==> config.mk <==
export PLATFORM = sky130hd
export DESIGN_NAME = ahb_mem_responder_flat
export DESIGN_NICKNAME = d
export VERILOG_FILES = /design/src/rtl/ahb_resp_pkg.sv /design/src/rtl/ahb_mem_responder_if.sv /design/src/rtl/ahb_resp_bytelane.sv /design/src/rtl/ahb_mem_responder.sv /design/src/flat_wrapper.sv
export SDC_FILE = /design/constraint.sdc
export NUM_CORES = 1
export LEC_CHECK = 0
export CORE_UTILIZATION = 34
export CTS_CLUSTER_SIZE = 12
export DETAILED_ROUTE_END_ITERATION = 7
export GPL_TIMING_DRIVEN = 0
export PLACE_DENSITY = 0.88
export SLEW_MARGIN = 25
export SYNTH_ARGS = -nofsm -noshare
export SYNTH_HDL_FRONTEND = slang
export SYNTH_SLANG_ARGS = --single-unit
==> constraint.sdc <==
create_clock -name HCLK -period 2.4 [get_ports HCLK]
set_clock_uncertainty 0.15 [all_clocks]
set_input_delay 0.24 -clock HCLK [delete_from_list [all_inputs] [get_ports HCLK]]
set_output_delay 0.24 -clock HCLK [all_outputs]
set_load 0.05 [all_outputs]
==> src/rtl/ahb_resp_pkg.sv <==
// Shared AHB encodings, FSM state type and sizing constants for the
// single-port SRAM responder.
package ahb_resp_pkg;

  localparam logic [1:0] HTRANS_IDLE   = 2'b00;
  localparam logic [1:0] HTRANS_BUSY   = 2'b01;
  localparam logic [1:0] HTRANS_NONSEQ = 2'b10;
  localparam logic [1:0] HTRANS_SEQ    = 2'b11;

  localparam logic HRESP_OKAY  = 1'b0;
  localparam logic HRESP_ERROR = 1'b1;

  localparam logic [2:0] HSIZE_BYTE = 3'd0;
  localparam logic [2:0] HSIZE_HALF = 3'd1;
  localparam logic [2:0] HSIZE_WORD = 3'd2;

  // Reads need one cycle more than writes, so the counter must hold WAIT_STATES_MAX+1.
  localparam int WAIT_STATES_MAX = 7;
  localparam int WAIT_CNT_W      = 4;

  typedef enum logic [1:0] {
    ST_IDLE,
    ST_DATA,
    ST_ERR1,
    ST_ERR2
  } resp_state_e;

endpackage

==> src/rtl/ahb_mem_responder_if.sv <==
// AHB-Lite slave-side bus bundle between the interconnect and the memory responder.
interface ahb_mem_responder_if;
  logic        HSELS;
  logic [31:0] HADDRS;
  logic [1:0]  HTRANSS;
  logic        HWRITES;
  logic [2:0]  HSIZES;
  logic [31:0] HWDATAS;
  logic        HREADYS;
  logic        HREADYOUTS;
  logic        HRESPS;
  logic [31:0] HRDATAS;

  modport master (
    output HSELS, HADDRS, HTRANSS, HWRITES, HSIZES, HWDATAS, HREADYS,
    input  HREADYOUTS, HRESPS, HRDATAS
  );

  modport slave (
    input  HSELS, HADDRS, HTRANSS, HWRITES, HSIZES, HWDATAS, HREADYS,
    output HREADYOUTS, HRESPS, HRDATAS
  );
endinterface

==> src/rtl/ahb_resp_bytelane.sv <==
// Little-endian byte-lane decode and alignment check for one AHB transfer.
module ahb_resp_bytelane
  import ahb_resp_pkg::*;
(
  input  logic [2:0] size,
  input  logic [1:0] addr_lo,
  output logic [3:0] be,
  output logic       misaligned
);

  always_comb begin
    // NOTE: every output gets a default before the case so no path infers a latch.
    be         = 4'b0000;
    misaligned = 1'b0;
    case (size)
      HSIZE_BYTE: be = 4'b0001 << addr_lo;
      HSIZE_HALF: begin
        be         = addr_lo[1] ? 4'b1100 : 4'b0011;
        misaligned = addr_lo[0];
      end
      HSIZE_WORD: begin
        be         = 4'b1111;
        misaligned = |addr_lo;
      end
      default: ;
    endcase
  end

endmodule

==> src/rtl/ahb_mem_responder.sv <==
// AHB-Lite slave fronting a 1-cycle-latency synchronous SRAM, with
// configurable wait states and a two-cycle ERROR response.
module ahb_mem_responder
  import ahb_resp_pkg::*;
#(
  parameter int MEM_AW      = 14,
  parameter int WAIT_STATES = 0
) (
  input  logic                HCLK,
  input  logic                HRESETn,
  ahb_mem_responder_if.slave  bus,
  output logic                mem_req,
  output logic                mem_we,
  output logic [MEM_AW-3:0]   mem_addr,
  output logic [3:0]          mem_be,
  output logic [31:0]         mem_wdata,
  input  logic [31:0]         mem_rdata
);

  if (WAIT_STATES < 0 || WAIT_STATES > WAIT_STATES_MAX) begin : g_bad_wait_states
    $error("ahb_mem_responder: WAIT_STATES out of range");
  end

  localparam logic [WAIT_CNT_W-1:0] CNT_WR = WAIT_CNT_W'(WAIT_STATES);
  localparam logic [WAIT_CNT_W-1:0] CNT_RD = WAIT_CNT_W'(WAIT_STATES + 1);

  resp_state_e             state_q, state_d;
  logic [WAIT_CNT_W-1:0]   cnt_q, cnt_d;
  logic                    we_q;
  logic [MEM_AW-3:0]       addr_q;
  logic [3:0]              be_q;
  logic                    first_q;
  logic                    rd_live_q;
  logic [31:0]             rdata_q;

  logic [3:0] be_dec;
  logic       misaligned;
  logic       xfer_err;
  logic       accept;
  logic       hready;
  logic       hresp;
  logic       rd_final;

  ahb_resp_bytelane u_bytelane (
    .size      (bus.HSIZES),
    .addr_lo   (bus.HADDRS[1:0]),
    .be        (be_dec),
    .misaligned(misaligned)
  );

  assign xfer_err = ((bus.HADDRS >> MEM_AW) != 32'd0) || (bus.HSIZES > HSIZE_WORD) || misaligned;

  always_comb begin
    state_d = state_q;
    cnt_d   = cnt_q;
    hready  = 1'b1;
    hresp   = HRESP_OKAY;
    accept  = 1'b0;
    case (state_q)
      ST_IDLE: ;
      ST_DATA: begin
        hready = (cnt_q == '0);
        if (cnt_q != '0) cnt_d   = cnt_q - WAIT_CNT_W'(1);
        else             state_d = ST_IDLE;
      end
      ST_ERR1: begin
        hready  = 1'b0;
        hresp   = HRESP_ERROR;
        state_d = ST_ERR2;
      end
      ST_ERR2: begin
        hresp   = HRESP_ERROR;
        state_d = ST_IDLE;
      end
      default: state_d = ST_IDLE;
    endcase

    // Our own ready gates acceptance so ERR1 and wait cycles ignore a misbehaving master.
    accept = bus.HSELS && bus.HREADYS && hready &&
             (bus.HTRANSS == HTRANS_NONSEQ || bus.HTRANSS == HTRANS_SEQ);
    if (accept) begin
      state_d = xfer_err ? ST_ERR1 : ST_DATA;
      cnt_d   = xfer_err ? '0 : (bus.HWRITES ? CNT_WR : CNT_RD);
    end
  end

  always_ff @(posedge HCLK) begin
    // NOTE: non-blocking assignments only in clocked blocks; reset is synchronous here.
    if (!HRESETn) begin
      state_q   <= ST_IDLE;
      cnt_q     <= '0;
      we_q      <= 1'b0;
      addr_q    <= '0;
      be_q      <= 4'b0000;
      first_q   <= 1'b0;
      rd_live_q <= 1'b0;
      rdata_q   <= 32'd0;
    end else begin
      state_q   <= state_d;
      cnt_q     <= cnt_d;
      first_q   <= accept && !xfer_err;
      rd_live_q <= mem_req && !mem_we;
      if (rd_live_q) rdata_q <= mem_rdata;
      if (accept) begin
        we_q   <= bus.HWRITES;
        addr_q <= bus.HADDRS[MEM_AW-1:2];
        be_q   <= be_dec;
      end
    end
  end

  assign mem_req   = (state_q == ST_DATA) && first_q;
  assign mem_we    = we_q;
  assign mem_addr  = addr_q;
  assign mem_be    = be_q;
  assign mem_wdata = bus.HWDATAS;

  // With zero wait states the SRAM output is still live in the final cycle.
  assign rd_final       = (state_q == ST_DATA) && !we_q && (cnt_q == '0);
  assign bus.HRDATAS    = rd_final ? (rd_live_q ? mem_rdata : rdata_q) : 32'd0;
  assign bus.HREADYOUTS = hready;
  assign bus.HRESPS     = hresp;

endmodule

==> src/flat_wrapper.sv <==
// flat-port wrapper written by rule: the top's interface ports become plain ports
module ahb_mem_responder_flat import ahb_resp_pkg::*;
#(
  parameter int MEM_AW      = 14,
  parameter int WAIT_STATES = 0
)
  (HCLK, HRESETn, mem_req, mem_we, mem_addr, mem_be, mem_wdata, mem_rdata, bus_HSELS, bus_HADDRS, bus_HTRANSS, bus_HWRITES, bus_HSIZES, bus_HWDATAS, bus_HREADYS, bus_HREADYOUTS, bus_HRESPS, bus_HRDATAS);
  ahb_mem_responder_if bus_i ();
  input  logic HCLK;
  input  logic HRESETn;
  output logic mem_req;
  output logic mem_we;
  output logic [MEM_AW-3:0] mem_addr;
  output logic [3:0] mem_be;
  output logic [31:0] mem_wdata;
  input  logic [31:0] mem_rdata;
  input wire logic [$bits(bus_i.HSELS)-1:0] bus_HSELS;
  input wire logic [$bits(bus_i.HADDRS)-1:0] bus_HADDRS;
  input wire logic [$bits(bus_i.HTRANSS)-1:0] bus_HTRANSS;
  input wire logic [$bits(bus_i.HWRITES)-1:0] bus_HWRITES;
  input wire logic [$bits(bus_i.HSIZES)-1:0] bus_HSIZES;
  input wire logic [$bits(bus_i.HWDATAS)-1:0] bus_HWDATAS;
  input wire logic [$bits(bus_i.HREADYS)-1:0] bus_HREADYS;
  output wire logic [$bits(bus_i.HREADYOUTS)-1:0] bus_HREADYOUTS;
  output wire logic [$bits(bus_i.HRESPS)-1:0] bus_HRESPS;
  output wire logic [$bits(bus_i.HRDATAS)-1:0] bus_HRDATAS;
  assign bus_i.HSELS = bus_HSELS;
  assign bus_i.HADDRS = bus_HADDRS;
  assign bus_i.HTRANSS = bus_HTRANSS;
  assign bus_i.HWRITES = bus_HWRITES;
  assign bus_i.HSIZES = bus_HSIZES;
  assign bus_i.HWDATAS = bus_HWDATAS;
  assign bus_i.HREADYS = bus_HREADYS;
  assign bus_HREADYOUTS = bus_i.HREADYOUTS;
  assign bus_HRESPS = bus_i.HRESPS;
  assign bus_HRDATAS = bus_i.HRDATAS;
  ahb_mem_responder #(.MEM_AW(MEM_AW), .WAIT_STATES(WAIT_STATES)) u_core (.HCLK(HCLK), .HRESETn(HRESETn), .bus(bus_i), .mem_req(mem_req), .mem_we(mem_we), .mem_addr(mem_addr), .mem_be(mem_be), .mem_wdata(mem_wdata), .mem_rdata(mem_rdata));
endmodule
Word level (Yosys, flattened, before mapping). Cells that the tools add are included.

Flip-flop bits (word level): 57. Bits of input ports: 106. Output and inout port bits: 84. Word-level logic and storage cells: 59.

Add/sub/neg operators: 1. Order comparisons: 1. Eq/ne operators: 8. Shifts and indexed selects: 1. Muxes and demuxes: 16. Reduce and logical (&&, ||, !) cells: 24.

Operator list (count): $mux W32 (2); $reduce_bool A32 Y1 (1); $mux W4 (5); $pmux W4 S3 (1); $eq A2 B2 Y1 const B (4); $logic_and A1 B1 Y1 (8); $reduce_bool A4 Y1 (2); $mux W2 (3); $pmux W2 S3 (1); $logic_not A4 Y1 (1); $pmux W1 S2 (2); $reduce_and A2 Y1 (2); $reduce_bool A2 Y1 (2); $reduce_or A2 Y1 (2); $shl A1 B2 Y4 const A (1); $sub A4 B1 Y4 const B (1); $eq A3 B1 Y1 const B (1); $eq A3 B2 Y1 const B (1); $gt A3 B2 Y1 const B (1); $logic_not A3 Y1 (1); $logic_or A1 B1 Y1 (3); $ne A3 B2 Y1 const B (1); $eq A2 B1 Y1 const B (1); $logic_not A1 Y1 (2); $mux W1 (2).

Longest topological paths before layout. Gate-level depths: netlist of the first run.

Depth after elaboration: 6. Depth in mapped cells: 8. Gate-level depth less buffers: 6.

Modules after synthesis. A second synthesis of the first run with hierarchy kept.

Cell total of the unflattened synthesis: 300. Area total of the unflattened synthesis: 2671.3 um^2.

Modules (own cells, without submodules): ahb_mem_responder (times used 1, cells each 284, area each 2588.7 um^2, sequential area each 1141.1 um^2); ahb_resp_bytelane (times used 1, cells each 16, area each 82.6 um^2, sequential area each 0.0 um^2).

Least setup slack after synthesis of the first run. Ideal clock, no wire load.

Kind: register to output. Start: reg u_core.cnt_q[0]. End: out bus_HRDATAS[10]. Data arrival time: 2.343 ns. Data required time: 2.010 ns. Path slack: -0.333 ns. Cell stages (with the launch flop): 9. Buffers on the path: 3. Path through: dfxtp_1 > inv_1 > ha_1 > or3b_1 > buf_6 > or4_1 > clkbuf_1 > buf_2 > nor2_1.

Cells in the longest elaborated chain, start to end: 3.

RTL lines: start: declaration (RTL line ahb_mem_responder.sv:28) `logic [WAIT_CNT_W-1:0] cnt_q, cnt_d;`; start signal: assignment (RTL line ahb_mem_responder.sv:100) `cnt_q <= cnt_d;`; $logic_not A4 Y1 (RTL line ahb_mem_responder.sv:119) `assign rd_final = (state_q == ST_DATA) && !we_q && (cnt_q == '0);`; $logic_and A1 B1 Y1 (RTL line ahb_mem_responder.sv:119); $mux W32 (RTL line ahb_mem_responder.sv:120) `assign bus.HRDATAS = rd_final ? (rd_live_q ? mem_rdata : rdata_q) : 32'd0;`; end: declaration (RTL line flat_wrapper.sv:26) `output wire logic [$bits(bus_i.HRDATAS)-1:0] bus_HRDATAS;`.

No other way between the ends.

Worst setup path in the final report of the first run.
Start: reg u_core.cnt_q[1]. End: out bus_HRDATAS[3].

Same word-level chain as after synthesis.

==> impl_metrics.py, run 1 <==
metrics = {
    "status": {
        "outcome": "complete, but fails checks",
        "failed_checks": "negative setup slack",
    },
    "sta": {
        "max-slew-margin-rel": 0.639,
        "max_freq_mhz": 373,
        "tightest_slew_ps": 539,
        "finalSetupViolations": 32,
        "finalMaxSlewViolations": 0,
        "fin_ws_ps": -278,
        "fin_setup_tns_ps": -7540,
        "period_share": 1.12,
        "period_minus_slack_ps": 2680,
        "hold_viol_final": 0,
        "rsz0062_at_grt": "yes",
    },
    "worst_setup_path": {
        "reg2reg_from": "u_core.cnt_q[1]",
        "cp_max_fo": 10,
        "path_class": "flip-flop to output port",
        "endpoint_kind": "output port",
        "cp_slowest_stage_delay_ps": 570,
        "path_cells": "inv_2 > ha_4 > or3b_4 > or4_4 > buf_12 > nor2_2 > buf_6",
        "rr_worst_depth": 8,
        "reg2reg_slack_ps": 210,
        "arrival_ps": 2290,
        "r2r-end": "u_core.mem_addr[8]",
        "slowest_stage": "or4_4",
        "cp-start-kind": "flip-flop",
        "worst-endpoint-required_ps": 2010,
    },
    "logic_synthesis": {
        "ys_ff_latch": 57,
        "synth_area_leaders": "dfxtp_1 (44%), mux2i_1 (17%), nor2_1 (12%), buf_4 (9.3%), o2bb2ai_1 (1.7%)",
        "synthCells": 289,
        "synthDistinctLibCells": 33,
        "synth_nets": 396,
        "avgSynthCellArea_sq_um": 8.97,
        "synth_area_sq_mm": 0.00259,
        "synth.top_cell.area_share": 0.440,
        "yosys.area.top_type": "dfxtp_1",
        "ys_seq_area_frac": 0.440,
        "yosysWarnings": 0,
    },
    "power": {
        "p_per_area_mw_per_mm2": 453,
        "power_mw": 2.22,
        "irDropWorstVdd_uv": 306,
        "p_leak_nw": 1.81,
    },
    "die": {
        "die_height_um": 89.3,
        "rows": 31,
        "core_sq_mm": 0.00733,
        "fp.dieW_um": 89.3,
        "ios": 190,
        "dieArea_sq_mm": 0.00798,
        "start_util": 0.354,
    },
    "cts": {
        "cts_root_buffer": "clkbuf_8",
        "cts_tree": "done",
        "cts_buffers": 9,
        "cts.clk_slew.worst_paths_ps": 60,
        "cts.htree.levels": 3,
        "cts_max_path_buffers": 2,
        "cts.sinks": 57,
        "ctsHoldBuffers": 0,
        "clock_latency_ps": 320,
    },
    "placement": {
        "placed_cell_area_sq_mm": 0.00437,
        "place_hpwl_mm": 5.60,
        "gp_congestion": 0.812,
        "place.port_buffers": 156,
        "placedCellCount": 544,
    },
    "grt": {
        "grt_pass1_wl_mm": 11.3,
        "grt_pass1_vias": 2458,
        "antenna_found_initial": 0,
        "globalRouteOverflowTotal": 0,
        "grt_use_total": 0.186,
        "grt_start_max_net_pins": 11,
    },
    "hold_path": {
        "hold_path_end": "u_core.mem_be[1]",
        "worstHoldStart": "u_core.mem_be[1]",
        "min_path_cells": 1,
        "hold_path.class": "flip-flop to flip-flop",
    },
    "layout": {
        "fin_nets": 571,
        "drive_gt1_frac": 0.296,
        "num_antenna_cells": 0,
        "postLayoutCellArea_sq_mm": 0.00490,
        "stdcell_count": 568,
        "final_util": 0.668,
        "synthToLayoutAreaGrowth_pct": 88.9,
    },
    "drt": {
        "drt_iter0_markers": 41,
        "vias": 2602,
        "via_per_inst": 4.58,
        "wl_per_cell_um": 13.4,
        "drcViolationCount": 0,
        "drt_wl_total_mm": 7.61,
        "firstDrtPassIters": 4,
        "ant_nets": 0,
    },
    "flow_run": {
        "drv_cap": 0,
    },
}
## registers in the layout, summed over array words and instances (netlist names)
register and cells:
u_core.rdata_q 32, u_core.mem_addr 12, u_core.cnt_q 4, u_core.mem_be 4, u_core.state_q 2, u_core.first_q 1, u_core.mem_we 1, u_core.rd_live_q 1
## routing by layer
layer	vias up	global-route usage	wire length, um
met1	1212	0.198	2850
met3	9	0.0693	622
met2	107	0.338	4090
li1	1274	-	-
met4	0	0.0635	53
met5	-	0	0
## placed cells by master, fill, tap and decap left out, types with 2 or more instances in the layout
cell             netlist  routed
or2_2                  3       3
nand2_1                2       2
nor4_1                 4       4
clkinv_2               0       3
nor2b_1                2       2
nand2b_1               3       3
clkbuf_1               8       9
buf_8                  0      13
nor2_2                 0       8
dfxtp_1               57      55
xor2_1                 2       2
nor2_1                83      52
and3_1                 2       2
clkdlybuf4s50_1        0     122
inv_1                  5       3
buf_6                  2      20
clkbuf_8               0      11
buf_12                 0       3
dfxtp_2                0       2
clkbuf_2               0       3
inv_2                  0       2
buf_4                 32      41
nand3_1                6       6
a21oi_1                7       7
nor3_1                 2       2
nor2_4                 0      23
o2bb2ai_1              5       5
mux2i_1               45      45
## stage by stage
stage          hold WS [ps]  worst slack [ps]
6_report                324              -278
5_1_grt                 339              -355
4_1_cts                 322              -370
3_5_place_dp            300              -861
3_3_place_gp            305              -842
2_1_floorplan           218              -164
## critical path: cells and delay by family (launching register included)
kind	cells	cell delay [ps]
adder cells (fa/ha/maj)	1	130
AND/OR/NAND/NOR	3	1070
flip-flops	1	320
buffers and inverters	3	440
## kinds of logic (layout without fill, tap and decap cells)
group,after synthesis,in the layout,share of synthesized area
multiplexers,45,45,0.174
AO/OA/AOI/OAI,17,17,0.0497
adder cells (fa/ha/maj),1,1,0.00482
XOR/XNOR,2,2,0.00675
flip-flops,57,57,0.440
buffers and inverters,53,233,0.130
AND/OR/NAND/NOR,114,114,0.195
## area by class of cell
type | count | area (sq um)
Timing Repair Buffer | 166 | 1760
Sequential cell | 57 | 1140
Clock inverter | 3 | 15.0
Buffer | 46 | 353
Multi-Input combinational cell | 179 | 1330
Inverter | 5 | 18.8
Tap cell | 99 | 124
Fill cell | 559 | 2430
Clock buffer | 13 | 159
## report_power, final
part	switching (mW)	internal, mW
Combinational	0.238	0.237
Clock	0.353	0.426
Sequential	0.00735	0.957
## what timing repair did
action,4_1_cts,5_1_grt
setup endpoints to repair,34,43
pin swaps,10,4
buffers inserted,4,4
gates resized for setup,262,27
gates cloned,1,1
## synthesized netlist by cell type (all sizes together)
master	n
nand4	1
buf	40
nor2	83
o31a	1
or4	1
o31ai	1
o221ai	1
o21ai	1
nor4b	1
xor2	2
ha	1
mux2i	45
clkbuf	8
and2	1
or3b	1
and3	2
or2	3
inv	5
nand3b	1
a211oi	1
o2bb2ai	5
nor3b	1
nand3	6
dfxtp	57
nand2b	3
nor3	2
nor4	4
a21oi	7
nor2b	2
nand2	2
## worst max-delay path by stage
stage,slack [ps],depth (start not counted),from,end
floorplan,-160,7,u_core.cnt_q[0],bus_HRDATAS[0]
global placement,-840,9,u_core.cnt_q[0],bus_HRDATAS[29]
detailed placement,-860,9,u_core.cnt_q[0],bus_HRDATAS[16]
CTS,-370,8,u_core.cnt_q[1],bus_HRDATAS[16]
global route,-350,7,u_core.cnt_q[1],bus_HRDATAS[3]
finish,-280,7,u_core.cnt_q[1],bus_HRDATAS[3]
Power figures use the tool's default switching activity.
==> inputs of run 2 (changes only) <==
- CORE_UTILIZATION: 34 -> 35
- PLACE_DENSITY: 0.88 -> 0.89
- SYNTH_HIERARCHICAL: default -> 1
==> impl_metrics.py, run 2 <==
metrics = {
    "status": {
        "outcome": "complete, but fails checks",
        "failed_checks": "negative setup slack",
    },
    "logic_synthesis": {
        "ys.flop_type": "dfxtp_1",
        "yosysWarnings": 6,
        "ys_seq_area_frac": 0.427,
        "yosysMostFrequentCell": "nor2_1",
        "synth_area_sq_mm": 0.00267,
        "synthDistinctLibCells": 35,
        "avgSynthCellArea_sq_um": 8.90,
        "yosys.area.top_type": "dfxtp_1",
        "synth.top_cell.area_share": 0.427,
        "synth_nets": 408,
        "synth_common_cells": "nor2_1 (87), dfxtp_1 (57), mux2i_1 (49), buf_4 (32), a21oi_1 (7)",
        "ys_ff_latch": 57,
        "synthCells": 300,
        "async_reset_ff_frac": 0,
        "synth_edf_count": 0,
        "synth_area_leaders": "dfxtp_1 (43%), mux2i_1 (18%), nor2_1 (12%), buf_4 (9.0%), buf_6 (1.7%)",
    },
    "hold_path": {
        "worstHoldStart": "u_core/mem_addr[10]",
        "hold_path_end": "u_core/mem_addr[10]",
        "min_path_cells": 2,
        "hold_path.class": "flip-flop to flip-flop",
    },
    "drt": {
        "drcViolationCount": 0,
        "via_per_inst": 4.71,
        "vias": 2721,
        "wl_per_cell_um": 14.3,
        "wl_met2_mm": 4.42,
        "maxUsedRoutingLayer": "met4",
        "wl_met3_um": 861,
        "firstDrtPassIters": 4,
        "ant_nets": 0,
        "drt-met1-wl_mm": 2.88,
        "drt_wl_total_mm": 8.25,
        "drt_iter0_markers": 52,
    },
    "layout": {
        "mostFrequentLayoutCell": "clkdlybuf4s50_1",
        "num_antenna_cells": 0,
        "fin_nets": 582,
        "synthToLayoutAreaGrowth_pct": 88.6,
        "nFillCells": 537,
        "final_util": 0.687,
        "largest_reg_flops": 32,
        "drive_gt1_frac": 0.288,
        "regMostFlops": "u_core/rdata_q",
        "multi_input_area_sq_mm": 0.00141,
        "ff_latch_area_sq_mm": 0.00114,
        "final_cell_mix": "clkdlybuf4s50_1 (123), nor2_1 (55), dfxtp_1 (55)",
    },
    "power": {
        "p_leak_nw": 1.97,
        "irDropWorstVdd_uv": 473,
        "p_per_area_mw_per_mm2": 487,
        "power_mw": 2.45,
    },
    "sta": {
        "hold_ws_ps": 357,
        "period_minus_slack_ps": 2590,
        "finalSetupViolations": 32,
        "fin_setup_tns_ps": -5160,
        "fin_ws_ps": -191,
        "hold_viol_final": 0,
        "rsz0062_at_grt": "yes",
        "finalMaxSlewViolations": 0,
        "max_freq_mhz": 386,
        "tightest_slew_ps": 575,
        "max-slew-margin-rel": 0.617,
        "period_share": 1.08,
    },
    "worst_setup_path": {
        "r2r-end": "u_core/mem_addr[5]",
        "worst-endpoint-required_ps": 2010,
        "cp-start-kind": "flip-flop",
        "rr_worst_depth": 9,
        "cp_max_fo": 10,
        "reg2reg_from": "u_core/cnt_q[0]",
        "reg2reg_slack_ps": 360,
        "endpoint_kind": "output port",
        "arrival_ps": 2200,
        "crit_start": "u_core/cnt_q[1]",
        "path_class": "flip-flop to output port",
    },
    "die": {
        "core_sq_mm": 0.00733,
        "die_height_um": 89.4,
        "dieArea_sq_mm": 0.00799,
        "start_util": 0.364,
        "fp.dieW_um": 89.4,
        "rows": 31,
        "ios": 190,
    },
    "grt": {
        "grt_use_total": 0.193,
        "globalRouteOverflowTotal": 0,
        "grt_pass1_wl_mm": 11.4,
        "antenna_found_initial": 0,
        "grt_pass1_vias": 2625,
        "grt_start_max_net_pins": 11,
    },
    "placement": {
        "place_hpwl_mm": 5.74,
        "place.port_buffers": 156,
        "gp_congestion": 0.809,
    },
    "cts": {
        "cts_root_buffer": "clkbuf_8",
        "cts_max_path_buffers": 2,
        "cts_tree": "done",
        "cts_buffers": 9,
        "ctsHoldBuffers": 0,
        "cts.htree.levels": 3,
        "cts.sinks": 57,
        "clock_latency_ps": 330,
        "cts.clk_slew.worst_paths_ps": 60,
    },
    "flow_run": {
        "drv_cap": 0,
    },
}
run 2: cell type report:
type / instances / area share
buffer: 48 / 0.0718
clock buffer: 11 / 0.0300
clock inverter: 5 / 0.0154
inverter: 6 / 0.00447
multi-input combinational: 188 / 0.279
sequential: 57 / 0.227
tap: 99 / 0.0246
timing repair buffer: 164 / 0.347
run 2: what timing repair did:
item,4_1_cts,5_1_grt
cloned,1,0
pin swaps,14,4
setup buffers,5,2
gates resized for setup,299,29
setup endpoints to repair,33,33
run 2: where the power goes:
group | internal [mW] | switching [mW] | total (mW) | leakage (nW)
clock | 0.637 | 0.377 | 1.01 | 0.115
sequential | 0.956 | 0.00651 | 0.963 | 0.461
combinational | 0.235 | 0.241 | 0.476 | 1.39
run 2: critical path, cell delays in order (launching register included):
cell	delay (ps)
dfxtp_2	320
inv_2	80
ha_4	130
or3b_4	370
or3_4	480
buf_12	200
nor2_2	120
buf_6	160
run 2: how the worst max path moves through the flow:
stage / endpoint / slack, ps
6_report: bus_HRDATAS[3] / -190
5_1_grt: bus_HRDATAS[28] / -250
4_1_cts: bus_HRDATAS[28] / -220
3_5_place_dp: bus_HRDATAS[29] / -580
3_3_place_gp: bus_HRDATAS[15] / -550
2_1_floorplan: bus_HRDATAS[10] / -170
run 2: per-layer routing:
metal,global-route usage,vias to the layer above
met2,0.365,145
met5,0,-
li1,-,1317
met4,0.0606,0
met3,0.0859,8
met1,0.187,1251
run 2: cell families after synthesis:
group / share of synthesized area
compound gates: 0.0510
flops: 0.427
fa+ha+maj: 0.00937
mux: 0.184
buf+inv: 0.136
simple gates: 0.193
run 2: stage by stage:
step                      worst slack (ps)  instance area [sq um]  cells
after floorplan                       -169                   2670    300
after global placement                -548                   4360    555
after detailed placement              -585                   4360    555
after CTS                             -222                   4920    577
after global routing                  -251                   5040    578
final                                 -191                   5040    578
==> inputs of run 3 (changes only) <==
- RECOVER_POWER: default -> 25
==> impl_metrics.py, run 3 (same netlist as run 2, synthesis figures left out) <==
metrics = {
    "cts": {
        "ctsHoldBuffers": 0,
        "cts_tree": "done",
        "cts.clk_slew.worst_paths_ps": 60,
        "clock_latency_ps": 330,
        "cts.sinks": 57,
        "cts_max_path_buffers": 2,
        "cts.htree.levels": 3,
        "cts_buffers": 9,
        "cts_root_buffer": "clkbuf_8",
    },
    "grt": {
        "grt_use_met2": 0.365,
        "top_usage_layer": "met2",
        "globalRouteMet3Util": 0.0859,
        "globalRouteOverflowTotal": 0,
        "met1_usage": 0.187,
        "antenna_found_initial": 0,
        "grt_start_max_net_pins": 11,
        "grt_use_total": 0.193,
        "grt_pass1_wl_mm": 11.4,
        "grt_pass1_vias": 2625,
    },
    "power": {
        "irDropWorstVdd_uv": 473,
        "power_mw": 2.44,
        "p_leak_nw": 1.97,
        "p_per_area_mw_per_mm2": 485,
    },
    "drt": {
        "wl_per_cell_um": 14.3,
        "drcViolationCount": 0,
        "drt_iter0_markers": 53,
        "ant_nets": 0,
        "via_per_inst": 4.70,
        "firstDrtPassIters": 4,
        "vias": 2719,
        "drt_wl_total_mm": 8.24,
    },
    "die": {
        "rows": 31,
        "die_height_um": 89.4,
        "start_util": 0.364,
        "dieArea_sq_mm": 0.00799,
        "core_sq_mm": 0.00733,
        "fp.dieW_um": 89.4,
        "ios": 190,
    },
    "status": {
        "outcome": "complete, but fails checks",
        "failed_checks": "negative setup slack",
    },
    "flow_run": {
        "drv_cap": 0,
    },
    "sta": {
        "hold_viol_final": 0,
        "period_share": 1.08,
        "finalSetupViolations": 32,
        "tightest_slew_ps": 569,
        "rsz0062_at_grt": "yes",
        "fin_ws_ps": -191,
        "max-slew-margin-rel": 0.620,
        "fin_setup_tns_ps": -5180,
        "max_freq_mhz": 386,
        "period_minus_slack_ps": 2590,
        "finalMaxSlewViolations": 0,
    },
    "hold_path": {
        "hold_path.class": "flip-flop to flip-flop",
    },
    "placement": {
        "gp_congestion": 0.809,
        "place_hpwl_mm": 5.74,
        "place.port_buffers": 156,
    },
    "layout": {
        "final_util": 0.687,
        "fin_nets": 582,
        "synthToLayoutAreaGrowth_pct": 88.6,
        "num_antenna_cells": 0,
        "largest_reg_flops": 32,
        "nFillCells": 537,
        "regMostFlops": "u_core/rdata_q",
        "final_cell_mix": "clkdlybuf4s50_1 (98), nor2_1 (55), dfxtp_1 (55)",
        "drive_gt1_frac": 0.288,
        "mostFrequentLayoutCell": "clkdlybuf4s50_1",
    },
    "worst_setup_path": {
        "cp_max_fo": 10,
        "path_class": "flip-flop to output port",
        "endpoint_kind": "output port",
        "cp-start-kind": "flip-flop",
        "arrival_ps": 2200,
        "worst-endpoint-required_ps": 2010,
    },
}
==> run 3: stage by stage <==
stage | area, sq um | hold WS [ps] | setup slack (ps) | cells
final | 5040 | 357 | -191 | 578
after global routing | 5040 | 387 | -251 | 578
after CTS | 4920 | 351 | -222 | 577
after detailed placement | 4360 | 325 | -585 | 555
after global placement | 4360 | 318 | -548 | 555
after floorplan | 2670 | 234 | -169 | 300
==> run 3: path summary, 6_finish.rpt <==
check                           start             endpoint  slack (ps)  cells past startpoint
setup / recovery      u_core/cnt_q[1]       bus_HRDATAS[3]        -190                      7
hold / removal    u_core/mem_addr[10]  u_core/mem_addr[10]         360                      2
setup reg to reg      u_core/cnt_q[0]   u_core/mem_addr[5]         360                      9
hold reg to reg   u_core/mem_addr[10]  u_core/mem_addr[10]         360                      2
==> run 3: routing by layer <==
| metal | wire [um] | vias up | share of wire |
|---|---|---|---|
| met4 | 78 | 0 | 0.0095 |
| met5 | 0 | - | 0 |
| met2 | 4420 | 149 | 0.54 |
| li1 | - | 1316 | - |
| met1 | 2870 | 1246 | 0.35 |
| met3 | 870 | 8 | 0.11 |
==> run 3: cell type report <==
cell class | count | area, sq um | area share
repair buffers | 164 | 1750 | 0.347
multi-input cells | 188 | 1410 | 0.279
flip-flops and latches | 57 | 1140 | 0.227
plain buffers | 48 | 362 | 0.0718
clock buffers | 11 | 151 | 0.0300
well taps | 99 | 124 | 0.0246
clock inverters | 5 | 77.6 | 0.0154
inverters | 6 | 22.5 | 0.00447
==> run 3: what timing repair did <==
| action | in CTS | in global routing |
|---|---|---|
| resized for setup | 299 | 29 |
| buffers inserted | 5 | 2 |
| endpoints found under the setup margin | 33 | 33 |
| pin swaps | 14 | 4 |
| cloned | 1 | 0 |
==> run 3: critical path, stage by stage, from the launching register on <==
cell and delay, ps:
dfxtp_2 320, inv_2 80, ha_4 130, or3b_4 370, or3_4 480, buf_12 200
nor2_2 120, buf_6 160
==> run 3: power breakdown <==
part	internal [mW]	switching, mW	total (mW)
Combinational	0.227	0.240	0.467
Sequential	0.956	0.00649	0.963
Clock	0.637	0.376	1.01
Total	1.82	0.623	2.44
